[src/rtl/a_usb_rx_pkg.sv]
// Shared types and defaults for the USB FIFO byte-to-word receive path.
package a_usb_rx_pkg;

  typedef enum logic [1:0] {
    IDLE,
    RD_LOW,
    RD_GAP
  } rx_state_e;

  localparam int RD_PULSE_CYCLES_DEF = 4;
  localparam int RD_GAP_CYCLES_DEF   = 3;
  localparam int TIMEOUT_CYCLES_DEF  = 50000;

  localparam int WORD_W = 16;
  localparam int BYTE_W = 8;

endpackage

[src/rtl/a_sync_2ff.sv]
// One-bit two-flop synchronizer with asynchronous active-high reset to RST_VAL.
module a_sync_2ff #(
  parameter logic RST_VAL = 1'b1
) (
  input  logic i_clk,
  input  logic i_rst,
  input  logic i_d,
  output logic o_q
);

  logic r_meta;
  logic r_sync;

  always_ff @(posedge i_clk or posedge i_rst) begin
    if (i_rst) begin
      r_meta <= RST_VAL;
      r_sync <= RST_VAL;
    end else begin
      r_meta <= i_d;
      r_sync <= r_meta;
    end
  end

  assign o_q = r_sync;

endmodule

[src/rtl/a_usb_word_assembler.sv]
// Drains an FT245-style FIFO and pairs bytes MSB-first into 16-bit words.
// Optional orphan-byte timeout is compiled in with `define USB_RX_TIMEOUT_EN.
module a_usb_word_assembler
  import a_usb_rx_pkg::*;
#(
  parameter int RD_PULSE_CYCLES = RD_PULSE_CYCLES_DEF,
  parameter int RD_GAP_CYCLES   = RD_GAP_CYCLES_DEF,
  parameter int TIMEOUT_CYCLES  = TIMEOUT_CYCLES_DEF
) (
  input  logic              clk_ref,
  input  logic              rst,
  input  logic              usb_rxf_n_i,
  input  logic [BYTE_W-1:0] usb_data_i,
  output logic              usb_rd_n_o,
  input  logic              hold_i,
  output logic [WORD_W-1:0] data_o,
  output logic              dv_o,
  output logic              timeout_o,
  output logic [WORD_W-1:0] word_cnt_o
);

  localparam logic [7:0] PULSE_LAST = 8'(RD_PULSE_CYCLES - 1);
  localparam logic [7:0] GAP_LAST   = 8'(RD_GAP_CYCLES - 1);

  logic              w_rxf_s;
  rx_state_e         r_state;
  rx_state_e         w_state_nxt;
  logic [7:0]        r_cnt;
  logic [7:0]        w_cnt_nxt;
  logic              r_rd_n;
  logic              w_rd_n_nxt;
  logic              w_capture;
  logic              w_expire;

  logic              r_phase;
  logic [BYTE_W-1:0] r_hi;
  logic [WORD_W-1:0] r_data;
  logic              r_dv;
  logic              r_timeout;
  logic [WORD_W-1:0] r_word_cnt;

  a_sync_2ff #(
    .RST_VAL (1'b1)
  ) u_rxf_sync (
    .i_clk (clk_ref),
    .i_rst (rst),
    .i_d   (usb_rxf_n_i),
    .o_q   (w_rxf_s)
  );

  // Read-strobe FSM: state, phase counter and the strobe itself are registered together
  always_ff @(posedge clk_ref or posedge rst) begin
    if (rst) begin
      r_state <= IDLE;
      r_cnt   <= '0;
      r_rd_n  <= 1'b1;
    end else begin
      r_state <= w_state_nxt;
      r_cnt   <= w_cnt_nxt;
      r_rd_n  <= w_rd_n_nxt;
    end
  end

  always_comb begin
    w_state_nxt = r_state;
    w_cnt_nxt   = r_cnt;
    w_rd_n_nxt  = 1'b1;
    w_capture   = 1'b0;
    case (r_state)
      IDLE: begin
        if (!w_rxf_s && !hold_i) begin
          w_state_nxt = RD_LOW;
          w_cnt_nxt   = '0;
          w_rd_n_nxt  = 1'b0;
        end
      end
      RD_LOW: begin
        // Data is sampled on the same edge that releases the strobe
        if (r_cnt == PULSE_LAST) begin
          w_capture   = 1'b1;
          w_state_nxt = RD_GAP;
          w_cnt_nxt   = '0;
        end else begin
          w_rd_n_nxt  = 1'b0;
          w_cnt_nxt   = r_cnt + 8'd1;
        end
      end
      RD_GAP: begin
        if (r_cnt == GAP_LAST) begin
          w_state_nxt = IDLE;
          w_cnt_nxt   = '0;
        end else begin
          w_cnt_nxt   = r_cnt + 8'd1;
        end
      end
      default: begin
        w_state_nxt = IDLE;
        w_cnt_nxt   = '0;
      end
    endcase
  end

`ifdef USB_RX_TIMEOUT_EN
  localparam logic [15:0] TO_LAST = 16'(TIMEOUT_CYCLES - 1);

  logic [15:0] r_to_cnt;

  // Counts only while a high byte is waiting; a capture always beats expiry
  always_ff @(posedge clk_ref or posedge rst) begin
    if (rst) begin
      r_to_cnt <= '0;
    end else if (!r_phase || w_capture || (r_to_cnt == TO_LAST)) begin
      r_to_cnt <= '0;
    end else begin
      r_to_cnt <= r_to_cnt + 16'd1;
    end
  end

  assign w_expire = r_phase && !w_capture && (r_to_cnt == TO_LAST);
`else
  logic w_unused_timeout;

  assign w_unused_timeout = ^16'(TIMEOUT_CYCLES);
  assign w_expire         = 1'b0;
`endif

  // Byte pairing and word output
  always_ff @(posedge clk_ref or posedge rst) begin
    if (rst) begin
      r_phase    <= 1'b0;
      r_data     <= '0;
      r_dv       <= 1'b0;
      r_timeout  <= 1'b0;
      r_word_cnt <= '0;
    end else begin
      r_dv      <= w_capture && r_phase;
      r_timeout <= w_expire;
      if (w_capture) begin
        r_phase <= ~r_phase;
        if (r_phase) begin
          r_data     <= {r_hi, usb_data_i};
          r_word_cnt <= r_word_cnt + 16'd1;
        end
      end else if (w_expire) begin
        r_phase <= 1'b0;
      end
    end
  end

  always_ff @(posedge clk_ref) begin
    if (w_capture && !r_phase) begin
      r_hi <= usb_data_i;
    end
  end

  assign usb_rd_n_o = r_rd_n;
  assign data_o     = r_data;
  assign dv_o       = r_dv;
  assign timeout_o  = r_timeout;
  assign word_cnt_o = r_word_cnt;

endmodule

[config.mk]
export PLATFORM = sky130hd
export DESIGN_NAME = a_usb_word_assembler
export DESIGN_NICKNAME = d
export VERILOG_FILES = /design/src/rtl/a_usb_rx_pkg.sv /design/src/rtl/a_sync_2ff.sv /design/src/rtl/a_usb_word_assembler.sv
export SDC_FILE = /design/constraint.sdc
export NUM_CORES = 1
export LEC_CHECK = 0
export BUFFER_PORTS_ARGS = -buffer_cell sky130_fd_sc_hd__buf_2
export CAP_MARGIN = 20
export CORE_ASPECT_RATIO = 0.5
export CORE_MARGIN = 3
export CORE_UTILIZATION = 30
export DETAILED_ROUTE_END_ITERATION = 12
export SYNTH_ARGS = -nofsm -noshare
export SYNTH_HDL_FRONTEND = slang
export SYNTH_SLANG_ARGS = --single-unit
[constraint.sdc]
create_clock -name clk_ref -period 3.2 [get_ports clk_ref]
set_input_delay 0.32 -clock clk_ref [delete_from_list [all_inputs] [get_ports clk_ref]]
set_output_delay 0.32 -clock clk_ref [all_outputs]
set_load 0.01 [all_outputs]
==> run metrics, run 1 <==
outcome complete, no violations; Net Count, Synth 235; Worst Path Arrival 2.53 ns; worst-case clock buffer depth 2; Post-Syn Area 2356 um^2; clk_skew 0.008870 ns; chip width 131.3 um; DRC viols 0; Clk Latency, worst-skew pair 0.29 ns; share of layout cells above drive strength 1 23.22%; routed wire length 4.799 mm; Crit. End Element register; Synth cell types 36; Die Y 68.67 um; DR vias 1680; Via density 4.480; R2R Setup Slk 0.85 ns; RePlAce Congestion 0.8758; number of synthesized flops with an enable pin 8; Setup Buffers After CTS 0; Final Hold Violating Endpoints 0; RSZ-0062 raised after global routing no; largest net degree at the start of global routing 48; Crit path required time 3.38 ns; max_cap viols 0; total power 1275 uW; Sink Count 55; post_cts resized 0; first-pass GRT wire length 7.707 mm; Syn Inst Count 217; VDD IR-drop max 233.7 uV; area growth from synthesis to layout 21.61%; diodes inserted 0; syn avg cell area 10.86 um^2; nets@finish 284; main flop type after synthesis dfrtp_1; post-synthesis sequential area ratio 60.28%; # IOs 47; clock root buffer clkbuf_16; Core Area 7460 um^2; Routed Antenna Nets 0; hpwl dp 3.422 mm; Synth Register Bits 55; hold buffers post-CTS 0; Power per Cell Area 445.0 nW/um^2; DRT iter0 DRCs 109; Lkg Pwr 0.001373 uW; critical path class reg2reg; Finish-stage setup viols 0; fin crit share 73.33%; setup_tns 0 ns; warnings from Yosys 0; Slew HR 51.00%; CTS tree built; Initial DRT Pass Iterations 4; Initial Utilization 31.58%; CP startpoint kind register; class of the worst hold path in2async; number of port buffers 45; Tmin final 2.347 ns; Die ar. 9017 um^2; CP Max Fanout 21; vias in the first global route 1579; Fmax achieved 0.4262 GHz; total CTS buffers 5; cell row count 22; clock-pin slew on the worst setup and hold paths 0.07 ns; GRT Overall Usage 10.68%; Slew @ Worst Pin 0.7273 ns; antenna violations before repair 0; Wirelength per Cell 12.80 um; total gr overflow 0; Slew Viols, Final 0; H-tree depth 2; asr flop ratio synth 85.45%
==> routing by layer <==
layer / share of wire, % / vias to the layer above / global-route usage (%)
met5: 0 / - / 0
met4: 1.3 / 0 / 3.534
met3: 3.5 / 5 / 2.826
met2: 47 / 31 / 17.98
met1: 49 / 818 / 13.80
li1: - / 826 / -
==> cell usage after synthesis, types with 4 or more instances <==
library cell | number | area (um^2)
nand3_1 | 11 | 55.05
ha_1 | 6 | 75.07
xnor2_1 | 17 | 148.9
dfrtp_1 | 44 | 1101
nand4_1 | 4 | 25.02
inv_1 | 9 | 33.78
nor2_1 | 5 | 18.77
edfxtp_1 | 8 | 240.2
nand2_1 | 66 | 247.7
o211ai_1 | 5 | 37.54
==> cells by family after synthesis <==
logic type,after synthesis,synth area share [%]
simple gates,102,20.82
other cells,1,0.1592
buf+inv,14,2.496
flops,55,60.28
xor+xnor,19,7.063
compound gates,19,5.576
mux,1,0.4249
fa+ha+maj,6,3.186
==> registers in the layout, summed over array words and instances, names as in the netlist <==
name and flops:
data_o 16, word_cnt_o 16, r_cnt 8, r_hi 8, r_state 2, dv_o 1, r_phase 1, u_rxf_sync.o_q 1
u_rxf_sync.r_meta 1, usb_rd_n_o 1
==> worst max-delay path, cell delays in order, from the launching register on <==
cell,delay (ns)
dfrtp_1,0.41
ha_1,0.30
nor4bb_1,0.39
nand3_1,0.11
buf_4,0.22
inv_1,0.46
nand4_1,0.19
xnor2_1,0.15
==> path summary, 6_finish.rpt <==
check	from	end	depth (start not counted)
setup / recovery	r_cnt[0]	word_cnt_o[4]	7
hold / removal	rst	word_cnt_o[9]	2
setup reg to reg	r_cnt[0]	word_cnt_o[4]	7
hold reg to reg	u_rxf_sync.r_meta	u_rxf_sync.o_q	0
max in group asynchronous	rst	usb_rd_n_o	3
min in group clk_ref	usb_rxf_n_i	u_rxf_sync.r_meta	1
==> stage by stage <==
step | util [%] | std cells | setup WS [ns] | cell area (um^2) | hold slack [ns]
4_1_cts | 38.14 | 374 | 0.8505 | 2845 | 0.1253
5_1_grt | 38.41 | 375 | 0.5974 | 2865 | 0.1031
6_report | 38.41 | 375 | 0.8535 | 2865 | 0.06006
2_1_floorplan | - | 217 | 1.245 | 2356 | 0.3245
3_5_place_dp | 36.18 | 366 | 0.8589 | 2699 | 0.3482
3_3_place_gp | 36.18 | 366 | 0.9539 | 2699 | 0.3472
==> layout by cell type (no fill, tap or decap), types with 3 or more instances in the layout <==
| master | synthesis | layout |
|---|---|---|
| edfxtp_1 | 8 | 8 |
| ha_1 | 6 | 6 |
| buf_2 | 2 | 45 |
| nor2_1 | 5 | 5 |
| nor3_1 | 3 | 3 |
| xnor2_1 | 17 | 17 |
| a21oi_1 | 3 | 3 |
| nand4_1 | 4 | 4 |
| nand2_1 | 66 | 66 |
| inv_1 | 9 | 8 |
| dfstp_2 | 3 | 3 |
| clkbuf_16 | 0 | 5 |
| o211ai_1 | 5 | 5 |
| and3_1 | 3 | 3 |
| dfrtp_1 | 44 | 44 |
| nand3_1 | 11 | 11 |
==> cell type report <==
cell class	count	area, um^2
inverters	9	33.78
repair buffers	47	252.7
clock buffers	6	128.9
well taps	108	135.1
flip-flops and latches	55	1420
clock inverters	2	17.52
multi-input cells	148	877.1
fillers	731	4594
==> where the power goes <==
group          switching (uW)  leakage [uW]  internal (uW)  total [uW]
clock                     247     0.0000710            294         540
sequential              0.426      0.000643            711         711
combinational            16.2      0.000659           7.43        23.6
total                     263       0.00137           1010        1280
Note: power is estimated with default switching activity, not from simulation.
==> run 2, diff against run 1 <==
==> constraint.sdc (replaced) <==
create_clock -name clk_ref -period 2.3 [get_ports clk_ref]
set_input_delay 0.23 -clock clk_ref [delete_from_list [all_inputs] [get_ports clk_ref]]
set_output_delay 0.23 -clock clk_ref [all_outputs]
set_load 0.01 [all_outputs]
==> run metrics, run 2 (synthesis gave the netlist of run 1 again) <==
Initial DRT Pass Iterations 4 (unchanged); Inst Count DP 370 (+1.1%); fin crit share 93.71% (+20 points); final worst setup slack 0.1446 ns (-0.7089 ns); Lkg Pwr 0.001393 uW (+1.5%); Slew Viols, Final 0 (unchanged); Crit. End Element register; nets@finish 288 (+1.4%); diodes inserted 0 (unchanged); number of port buffers 45 (unchanged); chip width 131.3 um (unchanged); clock-pin slew on the worst setup and hold paths 0.07 ns (about the same); capturing point of the worst reg2reg path word_cnt_o[14]; first-pass GRT wire length 8.107 mm (+5.2%); R2R Setup Slk 0.14 ns (-0.71 ns); most common cell after layout, fill and taps aside nand2_1; Fmax achieved 0.4639 GHz (+8.9%); clock root buffer clkbuf_16; critical path, cell by cell ha_1 -> or4bb_1 -> nor4_4 -> buf_4 -> nand4_1 -> xnor2_1; vias in the first global route 1691 (+7.1%); worst-case clock buffer depth 2 (unchanged); Final Cell Area 2884 um^2 (+0.66%); Tmin final 2.155 ns (-0.1911 ns); RSZ-0062 raised after global routing no; routed wire length 4.847 mm (+1.0%); share of layout cells above drive strength 1 24.72% (+1.5 points); RePlAce Congestion 0.9311 (+6.3%); area growth from synthesis to layout 22.41%; VDD IR-drop max 286.8 uV (+23%); Sink Count 55 (unchanged); R2R cell count 6 (-1); setup_tns 0 ns (unchanged); GRT Overall Usage 11.12% (+0.44 points); cell row count 22 (unchanged); final std cells w/o fill 379 (+1.1%); Worst Path Arrival 2.33 ns (-0.20 ns); Power per Cell Area 616.2 nW/um^2 (+38%); clk_skew 0.006980 ns (-0.001890 ns); Die ar. 9017 um^2 (unchanged); CP startpoint kind register; Core Area 7460 um^2 (unchanged); pre-CTS setup slack 0.1653 ns (-0.6936 ns); Finish-stage setup viols 0 (unchanged); total gr overflow 0 (unchanged); H-tree depth 2 (unchanged); CP Max Fanout 7 (-67%); most frequent cells in the layout nand2_1, buf_2, dfrtp_1; Via density 4.509 (+0.65%); FF-to-FF Start r_cnt[0]; # IOs 47 (unchanged); Initial Utilization 31.58% (unchanged); Critical Path Source r_cnt[0]; placed instance area 2729 um^2 (+1.1%); Crit path required time 2.48 ns (-0.90 ns); Clk Latency, worst-skew pair 0.29 ns (about the same); hpwl dp 3.584 mm (+4.7%); largest net degree at the start of global routing 32 (-33%); Final Hold Violating Endpoints 0 (unchanged); critical path class reg2reg; DRC viols 0 (unchanged); Routed Antenna Nets 0 (unchanged); class of the worst hold path in2async; Wirelength per Cell 12.79 um (about the same); outcome complete, no violations; Slew HR 51.78% (+0.78 points); DRT iter0 DRCs 175 (+61%); crit-path max cell delay 0.59 ns (+0.13 ns); antenna violations before repair 0 (unchanged); DR vias 1709 (+1.7%); max_cap viols 0 (unchanged); total CTS buffers 5 (unchanged); Die Y 68.67 um (unchanged); CTS tree built; slowest CP cell or4bb_1; Slew @ Worst Pin 0.7157 ns (-0.01164 ns)
==> run 2: what timing repair did <==
item / CTS / global route
gates resized for setup: 0 / 0
endpoints found under the setup margin: 0 / 1
hold buffers: 0 / 0
setup buffers: 0 / 1
==> run 2: worst max-delay path by stage <==
stage | to | cells past startpoint | slack, ns
final | word_cnt_o[14] | 6 | 0.14
after global routing | r_cnt[2] | 6 | 0.01
after CTS | word_cnt_o[15] | 5 | 0.15
after detailed placement | word_cnt_o[15] | 5 | 0.17
after global placement | word_cnt_o[15] | 5 | 0.22
after floorplan | word_cnt_o[15] | 5 | 0.35
==> run 2: through the flow <==
| stage | hold WS (ns) | power [uW] | util (%) |
|---|---|---|---|
| floorplan | 0.2345 | 1023 | - |
| global placement | 0.3395 | 1041 | 36.58 |
| detailed placement | 0.3366 | 1043 | 36.58 |
| CTS | 0.03265 | 1802 | 38.56 |
| global route | 0.03152 | 1848 | 38.66 |
| finish | 0.03028 | 1777 | 38.66 |
==> run 2: critical path, delay by kind of cell, from the launching register on <==
kind | cells | cell delay [ns]
buf+inv | 1 | 0.17
simple gates | 3 | 1.02
xor+xnor | 1 | 0.15
fa+ha+maj | 1 | 0.29
flops | 1 | 0.40
==> run 2: layout make-up <==
class	count	area (um^2)
Inverter	9	33.78
Tap cell	108	135.1
Clock inverter	3	22.52
Multi-Input combinational cell	148	877.1
Fill cell	731	4576
Clock buffer	5	125.1
Sequential cell	55	1420
Timing Repair Buffer	51	270.3
==> run 2: metal layers <==
layer,vias up,GRT usage [%],routed length (um)
met5,-,0,0
met3,2,3.116,182
met2,34,20.55,2423
met1,829,13.11,2225
met4,0,3.272,15
li1,844,-,-
==> run 2: where the power goes <==
group / switching [uW] / internal (uW)
Clock: 346 / 410
Sequential: 0.597 / 989
Combinational: 22.6 / 9.12
